**src/rtl/z80_irq_ctrl.sv**
```systemverilog
// z80_irq_ctrl: Z80 mode-2 interrupt controller for the SD8 system.
//
// NUM_SRC external edge-triggered sources plus one internal periodic timer
// (index NUM_SRC). Fixed priority (lowest index wins), per-source mask,
// write-1-to-clear pending and a programmable vector base. Sits on the CPU
// I/O bus, drives T80s INT_n and supplies the vector byte during the
// interrupt-acknowledge cycle.
//
// Register map (I/O BASE_ADDR + addr[1:0]):
//   0  R/W  mask[NUM_SRC:0]; unused bits read 0
//   1  R    pending (no read side effect); W1C clears written 1 bits
//   2  R/W  vec_base; bit 0 forced to 0
//   3  R/W  bit0 timer_en, bit1 timer_restart (write-only, reads 0),
//           bit7 reads 1 while the acknowledge FSM is in ACK
//
// Ports:
//   clk            CPU clock (cpu_clock)
//   reset_n        synchronous active-low reset
//   iorq_n, m1_n   Z80 bus strobes (IORQ_n && M1_n low together = int ack)
//   rd_n, wr_n     Z80 read/write strobes
//   addr[7:0]      Z80 A[7:0]
//   din[7:0]       CPU write data
//   src[NUM_SRC-1:0] asynchronous interrupt requests, rising edge significant
//   dout[7:0]      register read data or vector byte
//   sel            dout must be selected by the top-level cpu_din mux
//   irq_n          to T80s INT_n (registered)
//   dbg_ack_state  1 while the acknowledge FSM is in ACK
//
// Bus handshake: there is no valid/ready pair here. A register access is
// qualified by reg_sel for as long as the CPU holds the strobes; writes are
// applied on every clk edge they are held and are idempotent. An acknowledge
// is ack = !iorq_n && !m1_n; the vector is latched on the first edge of ack
// and held on dout until ack drops.
module z80_irq_ctrl #(
  parameter int          NUM_SRC   = 2,
  parameter logic [7:0]  BASE_ADDR = 8'h50,
  parameter int          TIMER_DIV = 80000,
  parameter logic [7:0]  RESET_VEC = 8'h20
) (
  input  logic               clk,
  input  logic               reset_n,
  input  logic               iorq_n,
  input  logic               m1_n,
  input  logic               rd_n,
  input  logic               wr_n,
  input  logic [7:0]         addr,
  input  logic [7:0]         din,
  input  logic [NUM_SRC-1:0] src,
  output logic [7:0]         dout,
  output logic               sel,
  output logic               irq_n,
  output logic               dbg_ack_state
);

  localparam int          NB       = NUM_SRC + 1;
  localparam logic [23:0] DIV_LAST = 24'(TIMER_DIV - 1);

  typedef enum logic {
    ST_IDLE = 1'b0,
    ST_ACK  = 1'b1
  } ack_state_t;

  ack_state_t state_q, state_d;

  logic [NB-1:0]      mask_q;
  logic [NB-1:0]      pend_q;
  logic [NB-1:0]      pend_d;
  logic [NB-1:0]      eligible;
  logic [NB-1:0]      set_bits;
  logic [NB-1:0]      clr_bits;
  logic [NB-1:0]      win_onehot;
  logic [7:0]         vec_base_q;
  logic [7:0]         vec_q;
  logic [7:0]         vec_live;
  logic               timer_en_q;
  logic [23:0]        cnt_q;
  logic [NUM_SRC-1:0] sync1_q;
  logic [NUM_SRC-1:0] sync2_q;
  logic [NUM_SRC-1:0] edge_q;
  logic               irq_n_q;
  logic               reg_sel;
  logic               ack;
  logic               ack_start;
  logic               wr_en;
  logic               restart_wr;
  logic               tick;
  logic [2:0]         win;

  // Reads are not strobe-qualified: the top-level mux only looks at sel.
  logic unused_rd;
  assign unused_rd = rd_n;

  assign reg_sel    = !iorq_n && m1_n && (addr[7:2] == BASE_ADDR[7:2]);
  assign ack        = !iorq_n && !m1_n;
  assign wr_en      = reg_sel && !wr_n;
  assign restart_wr = wr_en && (addr[1:0] == 2'd3) && din[1];
  assign tick       = timer_en_q && (cnt_q == DIV_LAST);
  assign eligible   = pend_q & mask_q;
  assign ack_start  = (state_q == ST_IDLE) && ack;

  // Lowest eligible index wins; 3'b111 marks a spurious acknowledge.
  always_comb begin : winner
    win        = 3'b111;
    win_onehot = '0;
    for (int i = NB - 1; i >= 0; i--) begin
      if (eligible[i]) begin
        win           = 3'(i);
        win_onehot    = '0;
        win_onehot[i] = 1'b1;
      end
    end
  end

  assign vec_live = {vec_base_q[7:4], win, 1'b0};

  // Sets (edge or timer tick) override clears (W1C or acknowledge).
  always_comb begin : pending_next
    set_bits = {tick, sync2_q & ~edge_q};
    clr_bits = '0;
    if (wr_en && (addr[1:0] == 2'd1)) clr_bits = clr_bits | din[NB-1:0];
    if (ack_start)                    clr_bits = clr_bits | win_onehot;
    pend_d = (pend_q & ~clr_bits) | set_bits;
  end

  always_comb begin : ack_fsm_next
    state_d = state_q;
    case (state_q)
      ST_IDLE: if (ack)  state_d = ST_ACK;
      ST_ACK:  if (!ack) state_d = ST_IDLE;
      default: state_d = ST_IDLE;
    endcase
  end

  always_ff @(posedge clk) begin
    if (!reset_n) begin
      state_q    <= ST_IDLE;
      mask_q     <= '0;
      pend_q     <= '0;
      vec_base_q <= RESET_VEC;
      vec_q      <= '0;
      timer_en_q <= 1'b0;
      cnt_q      <= '0;
      sync1_q    <= '0;
      sync2_q    <= '0;
      edge_q     <= '0;
      irq_n_q    <= 1'b1;
    end else begin
      state_q <= state_d;
      sync1_q <= src;
      sync2_q <= sync1_q;
      edge_q  <= sync2_q;
      pend_q  <= pend_d;

      if (ack_start) vec_q <= vec_live;

      // Held high for the whole acknowledge; the edge where ack has dropped
      // looks at pending again so a second source can re-request at once.
      irq_n_q <= ack ? 1'b1 : !(|eligible);

      if (wr_en && (addr[1:0] == 2'd0)) mask_q     <= din[NB-1:0];
      if (wr_en && (addr[1:0] == 2'd2)) vec_base_q <= {din[7:1], 1'b0};
      if (wr_en && (addr[1:0] == 2'd3)) timer_en_q <= din[0];

      // Re-enabling while enabled leaves the count alone; restart zeroes it.
      if (!timer_en_q || restart_wr || tick) cnt_q <= '0;
      else                                   cnt_q <= cnt_q + 24'd1;
    end
  end

  always_comb begin : read_mux
    dout = 8'h00;
    if (!reset_n) begin
      dout = 8'h00;
    end else if (ack) begin
      // Before the latch edge show the live winner so the byte is stable.
      dout = (state_q == ST_ACK) ? vec_q : vec_live;
    end else if (reg_sel) begin
      case (addr[1:0])
        2'd0:    dout = 8'(mask_q);
        2'd1:    dout = 8'(pend_q);
        2'd2:    dout = vec_base_q;
        default: dout = {(state_q == ST_ACK), 6'b0, timer_en_q};
      endcase
    end
  end

  assign sel           = reset_n && (reg_sel || ack);
  assign irq_n         = irq_n_q;
  assign dbg_ack_state = (state_q == ST_ACK);

endmodule
```
**config.mk**
```make
export PLATFORM = sky130hd
export DESIGN_NAME = z80_irq_ctrl
export DESIGN_NICKNAME = d
export VERILOG_FILES = /design/src/rtl/z80_irq_ctrl.sv
export SDC_FILE = /design/constraint.sdc
export NUM_CORES = 1
export LEC_CHECK = 0
export CORE_AREA = 2 2 121 93
export CTS_BUF_LIST = sky130_fd_sc_hd__clkbuf_4 sky130_fd_sc_hd__clkbuf_8 sky130_fd_sc_hd__clkbuf_16
export DETAILED_ROUTE_END_ITERATION = 7
export DIE_AREA = 0 0 123 95
export PLACE_DENSITY = 0.51
export SYNTH_ARGS = -nofsm -noshare
export SYNTH_HDL_FRONTEND = slang
export SYNTH_SLANG_ARGS = --single-unit
```
**constraint.sdc**
```tcl
create_clock -name clk -period 2.4 [get_ports clk]
set_input_delay 0.36 -clock clk [delete_from_list [all_inputs] [get_ports clk]]
set_output_delay 0.36 -clock clk [all_outputs]
set_load 0.02 [all_outputs]
```
==> results of run 1 <==
-- kinds of logic (layout without fill, tap and decap cells) --
group                      count (synthesis)  count (layout)
AOI/OAI and AO/OA                         50              50
DFF                                       53              53
muxes                                     17              17
xor gates and xnor gates                  14              14
adders and majority gates                  1               1
and+or+nand+nor                          126             126
buffers and inverters                     24              80
-- report_power, final --
| group | leakage [uW] | switching, uW | internal, uW |
|---|---|---|---|
| clock network | 0.0000859 | 344 | 502 |
| logic | 0.000727 | 60.1 | 80.7 |
| registers | 0.000429 | 5.23 | 890 |
-- routing by layer --
metal,routed length [microns],vias up,track usage [%]
met3,176,4,1.87
met2,2570,35,15.3
li1,-,1164,-
met5,0,-,0
met1,3610,1067,17.8
met4,38,0,2.27
-- cells in the mapped netlist, types with 3 or more instances --
master / n / share of area, %
a211oi_1: 6 / 1.8
or3_1: 4 / 0.97
dfxtp_1: 53 / 41
mux2_2: 4 / 1.8
inv_1: 8 / 1.2
nor2_1: 6 / 0.88
nand2_1: 23 / 3.4
or4_1: 5 / 1.5
and3_1: 7 / 1.7
nand3_1: 12 / 2.3
o21a_1: 3 / 0.88
o21ai_0: 9 / 1.8
a21boi_0: 8 / 2.3
xnor2_1: 12 / 4.1
clkbuf_1: 12 / 1.8
nor4_1: 8 / 1.9
mux2i_1: 13 / 5.1
a32oi_1: 3 / 1.0
a31oi_1: 5 / 1.2
o31ai_1: 6 / 1.8
nor2b_1: 16 / 3.9
nand3b_1: 3 / 0.88
nand4_1: 7 / 1.7
and2_1: 7 / 1.7
nor3_1: 17 / 3.3
-- final cells by class --
cell class	instances	area share, %
Timing Repair Buffer	64	16.2
Tap cell	140	5.10
Multi-Input combinational cell	208	41.9
Clock buffer	5	3.64
Sequential cell	53	30.9
Inverter	8	0.874
Clock inverter	3	1.46
-- what timing repair did --
item,4_1_cts,5_1_grt
resized for setup,41,9
setup buffers,0,0
pin swaps,0,2
setup endpoints to repair,9,9
-- worst max-delay path, delay by kind of cell --
kind	cells	cell delay, ns
compound gates	1	0.16
simple gates	3	0.49
buf+inv	4	0.94
-- through the flow --
stage / worst slack (ns) / area [sq um]
global placement: -0.448 / 3270
finish: 0.0806 / 3430
floorplan: 0.0661 / 2570
global route: -0.00794 / 3430
CTS: 0.00584 / 3440
detailed placement: -0.537 / 3270
-- worst max-delay path by stage --
stage                  startpoint  endpoint  slack (ns)  cells after the start
floorplan           dbg_ack_state   dout[2]        0.07                      3
global placement           iorq_n   dout[2]       -0.45                      8
detailed placement        addr[6]   dout[2]       -0.54                      8
CTS                       addr[6]   dout[7]       0.006                      8
global route              addr[6]   dout[5]      -0.008                      7
finish                    addr[6]   dout[2]        0.08                      8
-- cell usage in the layout (no fill, tap or decap), types with 3 or more instances in the layout --
cell type,count
or4_1,5
nand2_1,23
nor3_1,17
a211oi_1,6
nand3b_1,3
a21boi_0,6
and3_1,7
mux2i_1,13
inv_1,8
buf_4,31
mux2_2,4
a31oi_1,5
nand3_1,12
a32oi_1,3
xnor2_1,12
and2_1,6
dfxtp_1,53
nor2_1,5
o21ai_0,9
nor2b_1,16
o21a_1,3
nand4_1,7
buf_2,6
nor4_1,7
clkbuf_16,5
o31ai_1,6
clkdlybuf4s50_1,23
or3_1,4
-- state kept, by name, summed over array words and instances (netlist names), 2 cells and up --
signal	flops
cnt_q	24
edge_q	2
mask_q	3
pend_q	3
sync1_q	2
sync2_q	2
vec_base_q	7
vec_q	7
==> results, run 1 <==
- The repair_antennas step left the layout with diodes totalling 0.
- The total number of yosys warnings is 0.
- By area, the combinational part of the netlist is dominated by simple AND/OR/NAND/NOR gates.
- The area growth from synthesis to layout is 33.6%.
- Max-cap violations in this run came to 0.
- The detail-routed net length per standard cell is 13.3 microns.
- The setup clock skew after layout is 0.00774 ns.
- The routed layout has 2270 vias.
- The startpoint of the most critical hold path is sync1_q[0].
- The number of antenna violations at the first check in global routing is 0.
- For flop-to-flop paths, the worst setup slack is 0.34 ns.
- The area used by multi-input combinational logic is 1440 sq um.
- The first-pass iteration count of the detailed router is 5.
- The TritonCTS clock tree is done.
- Detailed placement ended at an HPWL of 4.61 mm.
- The number of primary I/O pins is 35.
- The horizontal die dimension is 123 microns.
- The data required time of the worst path is 2.04 ns.
- Summed over all layers, the global routing overflow is 0.
- The largest voltage drop on the vdd net is 0.223 mV.
- Once the floorplan was initialized, standard cells occupied 24.1% of the core.
- The finished layout holds 481 standard cells, fillers aside.
- The longest clock path from root to sink contains 2 buffers.
- The number of nets handed over by synthesis was 310.
- The worst setup path category is in -> out.
- The part of the Yosys area used for sequential elements is 41.3%.
- The floorplan has 33 rows.
- In the global route stage, overall resource usage came out at 11.2%.
- The total leakage power is 0.00124 uW.
- The number of hold buffers added after CTS was 0.
- The normalized max-slew margin is 63.1%.
- In the final design database the tool counted 365 nets.
- Once layout is complete, the utilization of the core stands at 32.2%.
- The critical-path maximum fanout is 4.
- The synthesized-area fraction occupied by adder cells is 0.487%.
- The most used flip-flop cell after synthesis is dfxtp_1.
- The clock latency on the worst-skew pair is 0.29 ns.
- STA classifies the critical path endpoint as an output pin.
- The register cell area after layout is 1060 sq um.
- The wire length reported by the detailed router is 6.39 mm.
- The arrival time of the worst setup path is 1.96 ns.
- In this run the number of H-tree levels came out at 2.
- In this run the worst hold path is classified as reg -> reg.
- Fill cells in the final layout number 1116.
- In the routed design, unresolved DRC markers number 0.
- Subtracting the final worst setup slack from the clock period gives 2.32 ns.
- The congestion estimate from routability-driven global placement came to 0.845.
- The per-cell via count in the routed design is 4.72.
- The number of global-route vias before repair is 2061.
- The nature of the critical path startpoint is an input port.
- The synthesis-stage register bit count is 53.
- The end point of the worst hold path is sync2_q[0].
- The cell seen most often among critical-path stages is buf_4.
- The total area inside the core boundary comes to 10700 sq um.
- The floorplan die height is 95 microns.
- The cell count after synthesis came out at 285.
- The top achievable clock speed is 0.431 GHz.
- The number of DRC markers after the initial detailed-route iteration is 176.
- Setup violations remaining at the end of the flow were counted as 0.
- The capture point of the worst reg-to-reg path is cnt_q[21].
- For this run, the slowest stage of the critical path takes 0.46 ns.
- The reg-to-reg startpoint is cnt_q[2].
- After layout, the worst path uses 96.6% of the clock period.
- Yosys mapped the design onto 46 distinct sky130hd cell types.
- The slowest stage of the critical path is the clkdlybuf4s50_1 cell.
- The number of clock buffers added by TritonCTS is 5.
- The summed negative setup slack over all endpoints is 0 ns.
- The global-route wire length before repair is 10.4 mm.
- The final worst hold slack is 0.432 ns.
- The final number of hold-violating endpoints is 0.
- The synthesized design contains 0 enable-type register cells.
- Entering global routing, the biggest net connects 25 pins.
- In the synthesized netlist the async set-or-reset flop fraction comes to 0%.
- The sum of internal, switching and leakage power is 1880 uW.
- The area of the mapped netlist is 2570 sq um.
- The tree built by TritonCTS fans out to 53 sinks.
- After Yosys synthesis, XOR and XNOR cells account for 4.77% of the synthesized area.
- The full die area is 11700 sq um.
- The run finished with clean final reports.
- The number of max-slew violations in the final report is 0.
- After clock tree synthesis, the clock-pin slew on the worst setup and hold paths is 0.08 ns.
- The signal on the critical path passes through clkdlybuf4s50_1 -> nor4bb_4 -> buf_4 -> and2_4 -> buf_4 -> nand2_1 -> a21boi_1 -> buf_2.
- The fraction of the mapped netlist area in compound gates is 14.4%.
- The cell chosen for the clock root is clkbuf_16.
- The length in cells of the worst reg-to-reg path is 4.
- The total instance count after detailed placement is 473.
- The multiplexer share of the synthesized area is 6.81%.
- The fraction of the mapped netlist area in simple logic gates is 28.4%.
- The slew at the pin with the worst max-slew slack is 0.554 ns.
- The cell depth of the worst hold path is 1.
- In this run the remaining antenna-violating nets after routing total 0.
- During placement, the flow inserted port buffers numbering 33.
- The fraction of final layout cells with drive strength greater than 1 is 18.5%.
- Averaged over all synthesized cells, the footprint is 9.02 sq um.
- The power density relative to cell area is 548 nW/um^2.
Note: power is estimated with default switching activity, not from simulation.
==> run 2: changes to the inputs <==
- ABC_AREA: default -> 1
- CORE_AREA: 2 2 121 93 -> 2 2 124 96
- CTS_BUF_LIST: sky130_fd_sc_hd__clkbuf_4 sky130_fd_sc_hd__clkbuf_8 sky130_fd_sc_hd__clkbuf_16 -> default
- DIE_AREA: 0 0 123 95 -> 0 0 126 98
- SKIP_CTS_REPAIR_TIMING: default -> 1
==> results, run 2 <==
- The post-route core utilization is 32.3%.
- The total number of yosys warnings is 0.
- The detailed router put a total of 3.54 mm of wire on met1.
- The number of max-slew violations in the final report is 0.
- The leading area contributor after synthesis is dfxtp_1.
- The worst register-to-register path has a setup slack of 0.65 ns.
- In this run the static leakage power is 0.00153 uW.
- The mapped netlist covers 2740 sq um.
- Summing all flip-flop and latch instances after layout gives 1060 sq um.
- Headroom to the max-slew limit came out at 72.1%.
- Data on the critical path arrives at its endpoint at 1.88 ns.
- The number of buffers added on ports is 33.
- The capture point of the worst reg-to-reg path is cnt_q[14].
- The placed instance area is 3390 sq um.
- The largest registers in the layout are cnt_q (24), vec_base_q (7), vec_q (7).
- The smallest clock period supported by the final layout is computed as 2.24 ns.
- The core outline area is 11200 sq um.
- The start point of the critical path is addr[1].
- For this run, the leading register cell type out of synthesis is dfxtp_1.
- Of the cells placed in the final design, the portion with a size suffix greater than 1 is 16.8%.
- In this run, synthesis inferred 0 flip-flops with an integrated enable.
- The worst setup path is launched from an input port.
- The number of DRC markers after the initial detailed-route iteration is 110.
- The power density relative to cell area is 511 nW/um^2.
- The first global-routing pass estimated 11.5 mm of wire.
- Summing all multi-input logic gate instances after layout gives 1390 sq um.
- The top register by number of flip-flops is cnt_q.
- The effective utilization at floorplan is 24.4%.
- The routability congestion estimate is 0.802.
- After detailed routing, the total wire length is 6.55 mm.
- Counting instances, the worst hold path has a depth of 2.
- The final number of hold-violating endpoints is 0.
- The horizontal die dimension is 126 microns.
- The tightest min-delay check is of the reg -> reg type.
- The per-cell via count in the routed design is 4.12.
- The length in cells of the worst reg-to-reg path is 8.
- The filler cells instantiated in the layout total 1230.
- The fraction of registers with async set or reset after synthesis is 0%.
- The number of clock sinks seen by CTS is 53.
- The floorplan die height is 98 microns.
- The maximum number of pins on one net before global-route repair is 25.
- The run finished with clean final reports.
- The synthesis-stage register bit count is 53.
- The commonest non-fill, non-tap cell in the layout is nand2_1.
- The data required time of the worst path is 2.04 ns.
- The top achievable clock speed is 0.446 GHz.
- The library cell with the highest instance count after synthesis is nand2_1.
- The clock latency on the worst-skew pair is 0.29 ns.
- The critical-path maximum fanout is 5.
- The worst hold path terminates at sync2_q[0].
- The area added between synthesis and finish is 32.7%.
- The tree is rooted in a clkbuf_16.
- TritonCTS built the clock tree.
- After synthesis, the most frequently instantiated cells are nand2_1 (87), nor2_1 (73), inv_1 (55), dfxtp_1 (53), nand3_1 (30).
- Setup repair after global routing left no endpoint under its margin.
- The count of maximum capacitance violations is 0.
- The design area is 3630 sq um.
- Sequential cells were found to cover 38.8% of the synthesized design area.
- The largest voltage drop on the vdd net is 0.245 mV.
- The number of global-route vias before repair is 2417.
- The HPWL reported at the end of detailed placement is 5.14 mm.
- The routed design uses 192 microns of met3 wire.
- The slew at the pin with the worst max-slew slack is 0.419 ns.
- The post-synth net total is 429.
- The DRC violations left is 0.
- In this run the deepest clock path goes through 2 buffers.
- The startpoint of the most critical hold path is sync1_q[0].
- The first-pass iteration count of the detailed router is 4.
- The met2 routed wirelength is 2.77 mm.
- The cell row count is 34.
- The post-synthesis cell count is 404.
- The floorplan step defined a die boundary enclosing 12300 sq um.
- The worst register-to-register path begins at cnt_q[0].
- Buffers inserted during clock tree synthesis total 5.
- 0 antenna diodes ended up in the layout.
- The routed layout has 2536 vias.
- After the last flow step, the layout net total stands at 495.
- In the post-synthesis netlist, the biggest area contributors are dfxtp_1 (39%), nand2_1 (12%), nor2_1 (10%).
- The total congestion overflow after global routing is 0.
- The worst setup path category is in -> out.
- The setup clock skew after layout is 0.00913 ns.
- The register with the most flip-flops in the layout has 24 of them.
- The number of distinct library cell variants in the gate-level netlist after synthesis is 27.
- The overall global routing resource usage is 11.3%.
- The area share of the largest cell type after synthesis is 38.8%.
- Once detail routing completed, the nets flagged for antenna violations numbered 0.
- Leaving out fill and tap cells, the most frequent cells in the layout are nand2_1 (87), nor2_1 (71), inv_1 (53), dfxtp_1 (53), buf_4 (33).
- Averaged over all synthesized cells, the footprint is 6.77 sq um.
- The critical path capture point type is an output pin.
- After detailed routing, no signal wire sits above met4.
- The detail-routed net length per standard cell is 10.7 microns.
- Clock-pin slew was measured on the worst setup and hold paths at 0.07 ns.
- The setup-violating endpoint count in the final report is 0.
- The number of antenna violations at the first check in global routing is 0.
- On the final layout, the worst hold slack is 0.413 ns.
- The number of primary I/O pins is 35.
- The H-tree depth is 2.
- The final critical-path share of the clock period is 93.5%.
==> run 2: final cells by class <==
cell class / instances / share of cell area, %
clock buffers: 6 / 3.55
repair buffers: 66 / 16.7
well taps: 144 / 4.97
inverters: 58 / 6.10
flip-flops and latches: 53 / 29.2
multi-input cells: 286 / 38.4
clock inverters: 2 / 1.07
==> run 2: worst max-delay path by stage <==
stage          cells past startpoint  slack (ns)      end
6_report                           8        0.16  dout[1]
5_1_grt                            8        0.01  dout[7]
4_1_cts                            9       -0.35  dout[7]
3_5_place_dp                       9       -0.34  dout[7]
3_3_place_gp                       9       -0.31  dout[1]
2_1_floorplan                      6        0.62  dout[0]
==> run 2: through the flow <==
step | instances | TNS (ns) | setup slack [ns] | power [uW]
after CTS | 610 | -2.60 | -0.353 | 1890
after global placement | 602 | -2.39 | -0.313 | 1050
after detailed placement | 602 | -2.53 | -0.341 | 1050
after global routing | 615 | 0 | 0.0131 | 1950
final | 615 | 0 | 0.156 | 1850
after floorplan | 404 | 0 | 0.622 | 967
==> run 2: cells by family (layout without fill, tap and decap cells) <==
logic type	Yosys count	in the layout	share of synthesized area, %
xor gates and xnor gates	14	14	4.48
adders and majority gates	1	1	0.457
and+or+nand+nor	230	230	38.2
buffers and inverters	65	132	10.4
DFF	53	53	38.8
AOI/OAI and AO/OA	41	41	7.69
==> run 2: power by group <==
group | total, uW | switching (uW) | internal (uW) | leakage, uW
clock | 812 | 318 | 495 | 0.0000810
sequential | 896 | 6.47 | 890 | 0.000429
combinational | 145 | 64.4 | 80.7 | 0.00102
total | 1850 | 388 | 1470 | 0.00153
==> run 2: layer usage <==
| metal | GRT usage (%) | vias up |
|---|---|---|
| met4 | 2.70 | 0 |
| met2 | 16.6 | 31 |
| met3 | 2.30 | 5 |
| met5 | 0 | - |
| met1 | 16.7 | 1118 |
| li1 | - | 1382 |
==> run 2: critical path: stages <==
cell and delay [ns]:
clkdlybuf4s50_1 0.48, inv_1 0.08, nor2_2 0.21, nand2_1 0.10, nand3_1 0.09, nand3_1 0.12, a21oi_1 0.19, dlymetal6s2s_1 0.25
